**config.mk**
```make
export PLATFORM = sky130hd
export DESIGN_NAME = ctrl_fsm_pipe
export DESIGN_NICKNAME = d
export VERILOG_FILES = /design/src/rtl/cpu_pkg.sv /design/src/rtl/ctrl_decode_comb.sv /design/src/rtl/ctrl_fsm_pipe.sv
export SDC_FILE = /design/constraint.sdc
export NUM_CORES = 1
export LEC_CHECK = 0
export ABC_CLOCK_PERIOD_IN_PS = 1600
export CAP_MARGIN = 0
export CORE_MARGIN = 4
export CORE_UTILIZATION = 48
export CTS_CLUSTER_DIAMETER = 150
export DETAILED_ROUTE_END_ITERATION = 12
export HOLD_SLACK_MARGIN = 0.12
export PLACE_DENSITY = 0.78
export SLEW_MARGIN = 10
export SYNTH_ARGS = -nofsm -noshare
export SYNTH_HDL_FRONTEND = slang
export SYNTH_SLANG_ARGS = --single-unit
```
**constraint.sdc**
```tcl
create_clock -name Clk -period 1.6 [get_ports Clk]
set_input_delay 0.32 -clock Clk [delete_from_list [all_inputs] [get_ports Clk]]
set_output_delay 0.32 -clock Clk [all_outputs]
set_load 0.02 [all_outputs]
```
**src/rtl/cpu_pkg.sv**
```systemverilog
// Shared CPU control types: opcodes, ALU codes,
// control FSM states and the decoded control bundle.
package cpu_pkg;

  localparam int ALU_W = 4;

  typedef enum logic [3:0] {
    OP_LOAD  = 4'h0,
    OP_STORE = 4'h1,
    OP_XOR   = 4'h2,
    OP_BNE   = 4'h3,
    OP_ADD   = 4'h4,
    OP_MV    = 4'h5,
    OP_LSH   = 4'h6,
    OP_RSH   = 4'h7,
    OP_LOADI = 4'h8,
    OP_PARI  = 4'h9,
    OP_HALT  = 4'hA,
    OP_OR    = 4'hB,
    OP_SUB   = 4'hC
  } op_e;

  localparam logic [ALU_W-1:0] ALU_XOR = 4'b0001;
  localparam logic [ALU_W-1:0] ALU_BNE = 4'b0010;
  localparam logic [ALU_W-1:0] ALU_ADD = 4'b0011;
  localparam logic [ALU_W-1:0] ALU_LSH = 4'b0100;
  localparam logic [ALU_W-1:0] ALU_RSH = 4'b0101;
  localparam logic [ALU_W-1:0] ALU_LDI = 4'b0110;
  localparam logic [ALU_W-1:0] ALU_NOP = 4'b0111;
  localparam logic [ALU_W-1:0] ALU_PAR = 4'b1000;
  localparam logic [ALU_W-1:0] ALU_MV  = 4'b1001;
  localparam logic [ALU_W-1:0] ALU_OR  = 4'b1010;
  localparam logic [ALU_W-1:0] ALU_SUB = 4'b1011;

  localparam logic [1:0] RD_R0 = 2'd0;
  localparam logic [1:0] RD_RS = 2'd1;
  localparam logic [1:0] RD_RT = 2'd2;

  typedef enum logic [1:0] {
    S_IDLE,
    S_RUN,
    S_MEM_WAIT,
    S_HALTED
  } ctrl_state_e;

  typedef struct packed {
    logic             branch;
    logic             memtoreg;
    logic             memwrite;
    logic             alusrc;
    logic             regwrite;
    logic [ALU_W-1:0] aluop;
    logic [1:0]       regdst;
  } ctrl_t;

  localparam ctrl_t CTRL_IDLE = '{
    branch:   1'b0,
    memtoreg: 1'b0,
    memwrite: 1'b0,
    alusrc:   1'b0,
    regwrite: 1'b0,
    aluop:    ALU_NOP,
    regdst:   RD_R0
  };

  function automatic ctrl_t ctrl_nop();
    ctrl_t c;
    c = CTRL_IDLE;
    c.regwrite = 1'b1;
    return c;
  endfunction

endpackage

```
**src/rtl/ctrl_decode_comb.sv**
```systemverilog
// Combinational opcode decoder. Illegal opcodes
// come out as a nop that writes nothing.
module ctrl_decode_comb
  import cpu_pkg::*;
(
  input  logic [3:0] op,
  output ctrl_t      ctrl,
  output logic       is_halt,
  output logic       illegal
);

  always_comb begin
    ctrl    = ctrl_nop();
    is_halt = 1'b0;
    illegal = 1'b0;
    unique case (op)
      OP_LOAD: begin
        ctrl.memtoreg = 1'b1;
        ctrl.regdst   = RD_RS;
      end
      OP_STORE: begin
        ctrl.memwrite = 1'b1;
        ctrl.regwrite = 1'b0;
      end
      OP_XOR: ctrl.aluop = ALU_XOR;
      OP_BNE: begin
        ctrl.aluop    = ALU_BNE;
        ctrl.branch   = 1'b1;
        ctrl.regwrite = 1'b0;
      end
      OP_ADD: ctrl.aluop = ALU_ADD;
      OP_MV: begin
        ctrl.aluop  = ALU_MV;
        ctrl.regdst = RD_RT;
      end
      OP_LSH: begin
        ctrl.aluop  = ALU_LSH;
        ctrl.alusrc = 1'b1;
        ctrl.regdst = RD_RS;
      end
      OP_RSH: begin
        ctrl.aluop  = ALU_RSH;
        ctrl.alusrc = 1'b1;
        ctrl.regdst = RD_RS;
      end
      OP_LOADI: begin
        ctrl.aluop  = ALU_LDI;
        ctrl.alusrc = 1'b1;
        ctrl.regdst = RD_RS;
      end
      OP_PARI: begin
        ctrl.aluop  = ALU_PAR;
        ctrl.alusrc = 1'b1;
      end
      OP_HALT: is_halt = 1'b1;
      OP_OR:   ctrl.aluop = ALU_OR;
      OP_SUB:  ctrl.aluop = ALU_SUB;
      default: begin
        ctrl.regwrite = 1'b0;
        illegal       = 1'b1;
      end
    endcase
  end

endmodule

```
**src/rtl/ctrl_fsm_pipe.sv**
```systemverilog
// Registered control unit: decode, load wait
// sequencing, sticky halt and illegal-op flag.
module ctrl_fsm_pipe
  import cpu_pkg::*;
#(
  parameter int MCODE_W = 9,
  parameter int OP_W    = 4,
  parameter int ALUOP_W = 4,
  parameter int MEM_LAT = 2
) (
  input  logic               Clk,
  input  logic               Reset,
  input  logic               Start,
  input  logic [MCODE_W-1:0] Instr,
  input  logic               InstrValid,
  output logic               CtrlValid,
  output logic               Branch,
  output logic               MemtoReg,
  output logic               MemWrite,
  output logic               ALUSrc,
  output logic               RegWrite,
  output logic [ALUOP_W-1:0] ALUOp,
  output logic [1:0]         RegDst,
  output logic               Stall,
  output logic               Halt,
  output logic               IllegalOp
);

  localparam int CW =
    (MEM_LAT > 0) ? $clog2(MEM_LAT + 1) : 1;
  localparam logic [CW-1:0] LAT = CW'(MEM_LAT);
  localparam logic LAT_EN  = (MEM_LAT > 0);
  localparam logic LAT_ONE = (MEM_LAT == 1);

  ctrl_state_e   state;
  logic [CW-1:0] cnt;
  logic [CW-1:0] cnt_nx;
  ctrl_t         ctl_q;
  logic          vld_q;
  logic          stall_q;
  logic          halt_q;
  logic          ill_q;

  logic [3:0] op;
  ctrl_t      dec;
  ctrl_t      ld_ctl;
  logic       dec_halt;
  logic       dec_ill;
  logic       ld_wait;
  logic       unused_bits;

  assign op = 4'(Instr[MCODE_W-1 -: OP_W]);
  assign unused_bits = ^Instr[MCODE_W-OP_W-1:0];

  ctrl_decode_comb u_dec (
    .op      (op),
    .ctrl    (dec),
    .is_halt (dec_halt),
    .illegal (dec_ill)
  );

  // Register write of a multi-cycle load is held
  // back until the last wait cycle.
  always_comb begin
    ld_ctl          = dec;
    ld_ctl.regwrite = LAT_ONE;
    ld_wait = LAT_EN && (op == OP_LOAD);
    cnt_nx  = cnt - 1'b1;
  end

  always_ff @(posedge Clk or negedge Reset) begin
    if (!Reset) begin
      state   <= S_IDLE;
      cnt     <= '0;
      ctl_q   <= CTRL_IDLE;
      vld_q   <= 1'b0;
      stall_q <= 1'b0;
      halt_q  <= 1'b0;
      ill_q   <= 1'b0;
    end else begin
      ill_q <= 1'b0;
      unique case (state)
        S_IDLE: begin
          stall_q <= 1'b1;
          if (Start) begin
            state   <= S_RUN;
            stall_q <= 1'b0;
          end
        end
        S_RUN: begin
          ctl_q   <= CTRL_IDLE;
          vld_q   <= 1'b0;
          stall_q <= 1'b0;
          if (InstrValid) begin
            unique case (1'b1)
              dec_halt: begin
                halt_q  <= 1'b1;
                stall_q <= 1'b1;
                state   <= S_HALTED;
              end
              ld_wait: begin
                ctl_q   <= ld_ctl;
                vld_q   <= 1'b1;
                stall_q <= 1'b1;
                cnt     <= LAT;
                state   <= S_MEM_WAIT;
              end
              default: begin
                ctl_q <= dec;
                vld_q <= 1'b1;
                ill_q <= dec_ill;
              end
            endcase
          end
        end
        S_MEM_WAIT: begin
          cnt <= cnt_nx;
          if (cnt_nx == '0) begin
            state   <= S_RUN;
            stall_q <= 1'b0;
            ctl_q   <= CTRL_IDLE;
            vld_q   <= 1'b0;
          end else if (cnt_nx == CW'(1)) begin
            ctl_q.regwrite <= 1'b1;
          end
        end
        S_HALTED: begin
          if (Start) begin
            state   <= S_RUN;
            halt_q  <= 1'b0;
            stall_q <= 1'b0;
          end
        end
        default: state <= S_IDLE;
      endcase
    end
  end

  assign CtrlValid = vld_q;
  assign Branch    = ctl_q.branch;
  assign MemtoReg  = ctl_q.memtoreg;
  assign MemWrite  = ctl_q.memwrite;
  assign ALUSrc    = ctl_q.alusrc;
  assign RegWrite  = ctl_q.regwrite;
  assign ALUOp     = ALUOP_W'(ctl_q.aluop);
  assign RegDst    = ctl_q.regdst;
  assign Stall     = stall_q;
  assign Halt      = halt_q;
  assign IllegalOp = ill_q;

endmodule

```
[Word level (Yosys, flattened, before mapping)]
Cells that the tools add are included.
Storage, ports and cells
  register bits after elaboration: 19
  input port bits: 13
  output and inout bits: 15
  logic and storage cells: 94
Cells by class
  add/subtract/negate cells: 1
  equality and inequality tests: 24
  mux-type cells: 39
  reductions and logical operators: 17
Operators with widths (number)
  one-hot mux 11 bit (2 select lines): 2
  one-hot mux 4 bit (10 select lines): 1
  2-to-1 mux 1 bit: 21
  == test 4 bit (second input constant): 5
  == test 4 x 3 -> 1 bit (second input constant): 4
  one-hot mux 2 bit (2 select lines): 3
  OR reduction 12 bit: 1
  2-to-1 mux 11 bit: 1
  2-to-1 mux 2 bit: 5
  != test 2 bit (second input constant): 5
  OR reduction 10 bit: 1
  == test 4 x 2 -> 1 bit (second input constant): 2
  AND reduction 4 bit: 2
  OR reduction 4 bit: 2
  2-to-1 mux 6 bit: 1
  != test 3 bit (second input constant): 2
  one-hot mux 2 bit (3 select lines): 1
  AND reduction 2 bit: 3
  == test 2 x 1 -> 1 bit (second input constant): 2
  == test 2 bit (second input constant): 2
  == test 4 x 1 -> 1 bit (second input constant): 1
  logical NOT 2 bit: 2
  logical NOT 4 bit: 1
  2-to-1 mux 4 bit: 1
  other kinds (7): 10

[Depth between registers and ports, before layout]
  depth after elaboration: 6
  mapped depth: 7
  depth with buffers taken out: 6

[Cells and area by module]
Synthesis repeated with hierarchy kept, for this count alone.
Unflattened totals
  cells, all modules: 111
  area total of the unflattened synthesis: 1149.9 sq um
Modules (own cells, without submodules)
  ctrl_fsm_pipe: times used 1, cells an instance 78, area each 927.1 sq um, seq. area each 479.2 sq um
  ctrl_decode_comb: times used 1, cells an instance 33, area each 222.7 sq um, seq. area each 0.0 sq um

[Least setup slack after synthesis]
OpenSTA, ideal clock, no wires.
  path kind: reg-to-reg
  start point: register state[0]
  end point: register state[1]
  setup time: 0.119 ns
  arrival time: 1.351 ns
  required time: 1.481 ns
  slack: 0.130 ns
  cell stages (with the launch flop): 8
  path buffers: 1
  period minus slack after synthesis: 1.470 ns
  cell sequence: dfrtp_1 > inv_1 > ha_1 > clkbuf_1 > nand2b_1 > o221ai_1 > o21ai_0 > o21a_1
Between the ends
  longest elaborated chain between the ends: 4
  elaborated cells between the ends (all ways): 11
  classes of those cells: 7 x eq/ne; 1 x mux; 3 x reduce/logical
RTL lines
  from (decl): RTL line ctrl_fsm_pipe.sv:35  | ctrl_state_e state;
  from (signal assigned): RTL line ctrl_fsm_pipe.sv:73  | state <= S_IDLE;
  from (signal assigned): RTL line ctrl_fsm_pipe.sv:86  | state <= S_RUN;
  from (signal assigned): RTL line ctrl_fsm_pipe.sv:99  | state <= S_HALTED;
  == test 2 bit / logical NOT 2 bit (equally long branches): RTL line ctrl_fsm_pipe.sv:82  | unique case (state)
  OR reduction 2 bit (no source line)
  != test 2 x 1 -> 1 bit (no source line)
  AND reduction 4 bit (no source line)
Parallel ways exist; a longest one is shown, timed or not.
A chain may end at the register's enable or synchronous reset.

[Final worst setup path]
  start point: register state[0]
  end point: register ctl_q (netlist bit ALUOp[0])
Between the ends
  longest elaborated chain between the ends: 3
  elaborated cells between the ends (all ways): 6
  classes of those cells: 3 x eq/ne; 1 x mux; 2 x reduce/logical
RTL lines
  == test 2 bit / == test 2 x 1 -> 1 bit (equally long branches): RTL line ctrl_fsm_pipe.sv:82
  != test 2 bit (no source line) / nonzero test 2 bit (equally long branches)
  AND reduction 2 bit (no source line)
  to (signal assigned): RTL line ctrl_fsm_pipe.sv:102  | ctl_q <= ld_ctl;
  to (decl): RTL line ctrl_fsm_pipe.sv:38  | ctrl_t ctl_q;
Parallel ways exist; a longest one is shown, timed or not.

==> flow_summary.json <==
{
  "worst-slew-pin-transition_ps": 275.9,
  "post_synth.cell_area_avg_um2": 9.628,
  "worst_slack_ps": 72.04,
  "worst-endpoint-arrival_ps": 1770,
  "synthArstFlopShare": 1.000,
  "clk_root_buffer_cell": "sky130_fd_sc_hd__clkbuf_4",
  "timing.critical_path.slowest_stage_cell": "sky130_fd_sc_hd__dfrtp_1",
  "port_buffers": 22,
  "global_route.overflow_total": 0,
  "total_leakage_power_nw": 0.7811,
  "number_of_flops_mapped_to_enable_cells_by_yosys": 0,
  "finalCriticalPeriod_ps": 1528,
  "critical-path-max-stage-delay_ps": 410,
  "grt_first_pass_wirelength_mm": 4.388,
  "worst_ep_required_time_ps": 1840,
  "antenna_left": 0,
  "path_clk_slew_ps": 120,
  "netlist_instances": 118,
  "critical_path.endpoint_type": "flop",
  "multi_input_area_um2": 593.1,
  "yosysWarnings": 0,
  "synthesized_area_mm2": 0.001136,
  "grt_util_all_layers": 0.1736,
  "min_path_type": "input port to async pin",
  "cellPowerDensity_mw_per_mm2": 1282,
  "routed_via_density": 5.679,
  "num-fill-cells": 180,
  "dieHeight_um": 56.65,
  "clock_insertion_delay_worst_skew_ps": 300,
  "drv.max_cap_violation_count": 0,
  "via_count": 1062,
  "critical_path_peak_fanout": 6,
  "std_cell_rows": 17,
  "timing.final.crit_share": 0.9550,
  "areaGrowthSynthToFinish_pct": 37.23,
  "sequential_cell_area_um2": 479.2,
  "synthDistinctLibCells": 42,
  "drt-initial-drc-count": 28,
  "die-area_mm2": 0.003209,
  "detailedPlacementHpwl_mm": 2.058,
  "cts_buffer_depth": 2,
  "critical_path_class": "flop to flop",
  "grt_pass1_vias": 988,
  "drt-wirelength-per-cell_um": 14.63,
  "fmaxAchievable_mhz": 654.5,
  "report.final.slew_viol_count": 0,
  "die_width_um": 56.65,
  "critPathLaunchType": "flop",
  "drc_errors": 0,
  "cts-hold-fix-buffers": 0,
  "synth.yosys.seq_area_share": 0.4218,
  "coreArea_mm2": 0.002233,
  "run_status": "completed",
  "nNetsFinal": 178,
  "post-place-ws_ps": -201.3,
  "clock-sinks": 19,
  "setup_violations": 0,
  "worstPathCellList": "inv_1 > ha_1 > and2b_2 > nand2_2 > buf_4 > o22a_1",
  "skew_ps": 3.153,
  "cts_inserted_buffers": 3,
  "cts_tree": "yes",
  "totalWireLength_mm": 2.736,
  "routabilityCongestion": 0.8281,
  "grt_antenna_before_repair": 0,
  "antenna_cells_inserted": 0,
  "timing.final.hold_violations": 0,
  "final_core_util": 0.6980,
  "layout-drive-gt1-share": 0.2390,
  "cts_htree_levels": 1,
  "timing.max_slew.rel_slack": 0.8157,
  "detailedRoute.firstPassIterationCount": 4,
  "peakVddDrop_uv": 1076,
  "initial_core_util": 0.5087,
  "grt_max_degree": 20,
  "io_pins": 28,
  "ys.flop_type": "sky130_fd_sc_hd__dfrtp_1",
  "postSynthNetCount": 136,
  "postSynthRegisterBits": 19
}
-- per-stage QoR --
| step | TNS [ps] | instances | power [W] | hold WS [ps] | area [um^2] |
|---|---|---|---|---|---|
| detailed placement | -1843 | 182 | 0.001734 | 471.0 | 1503 |
| finish | 0 | 187 | 0.001999 | 328.6 | 1559 |
| global placement | -1487 | 182 | 0.001686 | 459.8 | 1503 |
| CTS | 0 | 186 | 0.001936 | 333.8 | 1520 |
| floorplan | 0 | 118 | 0.001321 | 24.41 | 1136 |
| global route | -11.51 | 187 | 0.002146 | 332.7 | 1559 |
-- final cells by class --
class / count / area share
repair buffers: 43 / 0.2504
flip-flops and latches: 19 / 0.3074
clock inverters: 1 / 0.003210
clock buffers: 3 / 0.01445
inverters: 9 / 0.02167
well taps: 28 / 0.02247
multi-input cells: 84 / 0.3804
-- path summary, 6_finish.rpt --
kind,start,depth (start not counted),to,slack [ps]
max in group asynchronous,Reset,2,ALUOp[2]$_DFFE_PN1P_,1010
max reg2reg,state[0]$_DFFE_PN0P_,6,ALUOp[0]$_DFFE_PN1P_,70
min in group Clk,MemtoReg$_DFFE_PN0P_,2,MemtoReg$_DFFE_PN0P_,490
max,state[0]$_DFFE_PN0P_,6,ALUOp[0]$_DFFE_PN1P_,70
min reg2reg,MemtoReg$_DFFE_PN0P_,2,MemtoReg$_DFFE_PN0P_,490
min,Reset,2,RegWrite$_DFFE_PN0P_,330
-- synthesized netlist by cell type (3+ instances only) --
cell type	count	area, um^2
sky130_fd_sc_hd__dfrtp_1	16	400.4
sky130_fd_sc_hd__nand2_1	13	48.80
sky130_fd_sc_hd__o21ai_0	11	55.05
sky130_fd_sc_hd__inv_1	9	33.78
sky130_fd_sc_hd__a21oi_1	7	35.03
sky130_fd_sc_hd__ha_1	5	62.56
sky130_fd_sc_hd__nor2_1	4	15.01
sky130_fd_sc_hd__a22o_1	3	26.28
sky130_fd_sc_hd__a22oi_1	3	22.52
sky130_fd_sc_hd__a31oi_1	3	18.77
sky130_fd_sc_hd__buf_4	3	22.52
sky130_fd_sc_hd__dfstp_2	3	78.83
sky130_fd_sc_hd__nand2b_1	3	18.77
-- layout by cell type (no fill, tap or decap), drive strengths merged, types with 5 or more instances in the layout --
cell           instances
nand2                 14
inv                    9
buf                   21
ha                     5
o21ai                 11
clkdlybuf4s50          7
dfrtp                 16
nor2                   5
dlygate4sd2           10
dlymetal6s2s           5
a21oi                  8
-- worst max-delay path, delay by kind of cell (launching register included) --
family | cells | cell delay [ps]
adder cells (fa/ha/maj) | 1 | 220
flip-flops | 1 | 410
AO/OA/AOI/OAI | 1 | 180
AND/OR/NAND/NOR | 2 | 400
buffers and inverters | 2 | 260
-- registers in the layout, indices dropped and copies added (netlist names), 2 cells and up --
| signal | cells |
|---|---|
| ALUOp | 4 |
| RegDst | 2 |
| cnt | 2 |
| state | 2 |
-- where the power goes --
part	leakage, nW	total [W]	switching (W)	internal, W
Sequential	0.236	0.000714	0.0000819	0.000632
Clock	0.0177	0.000256	0.000163	0.0000932
Combinational	0.528	0.00103	0.000597	0.000432
-- routing by layer --
metal / wire, um / vias to the layer above / global-route usage
li1: - / 501 / -
met1: 1181 / 517 / 0.2266
met2: 1360 / 38 / 0.2756
met3: 159 / 6 / 0.04138
met4: 33 / 0 / 0.06780
met5: 0 / - / 0
-- cells by family after synthesis --
group / Yosys count / synth area share
DFF: 19 / 0.4218
adders and majority gates: 5 / 0.05507
muxes: 2 / 0.01762
and+or+nand+nor: 34 / 0.1784
buffers and inverters: 15 / 0.07488
AOI/OAI and AO/OA: 40 / 0.2291
xor gates and xnor gates: 3 / 0.02313
-- repair_timing --
item,4_1_cts,5_1_grt
buffers inserted,0,1
gates resized for setup,12,11
pin swaps,0,1
endpoints found under the setup margin,14,18
No activity file was read; power rests on OpenSTA's default activity.
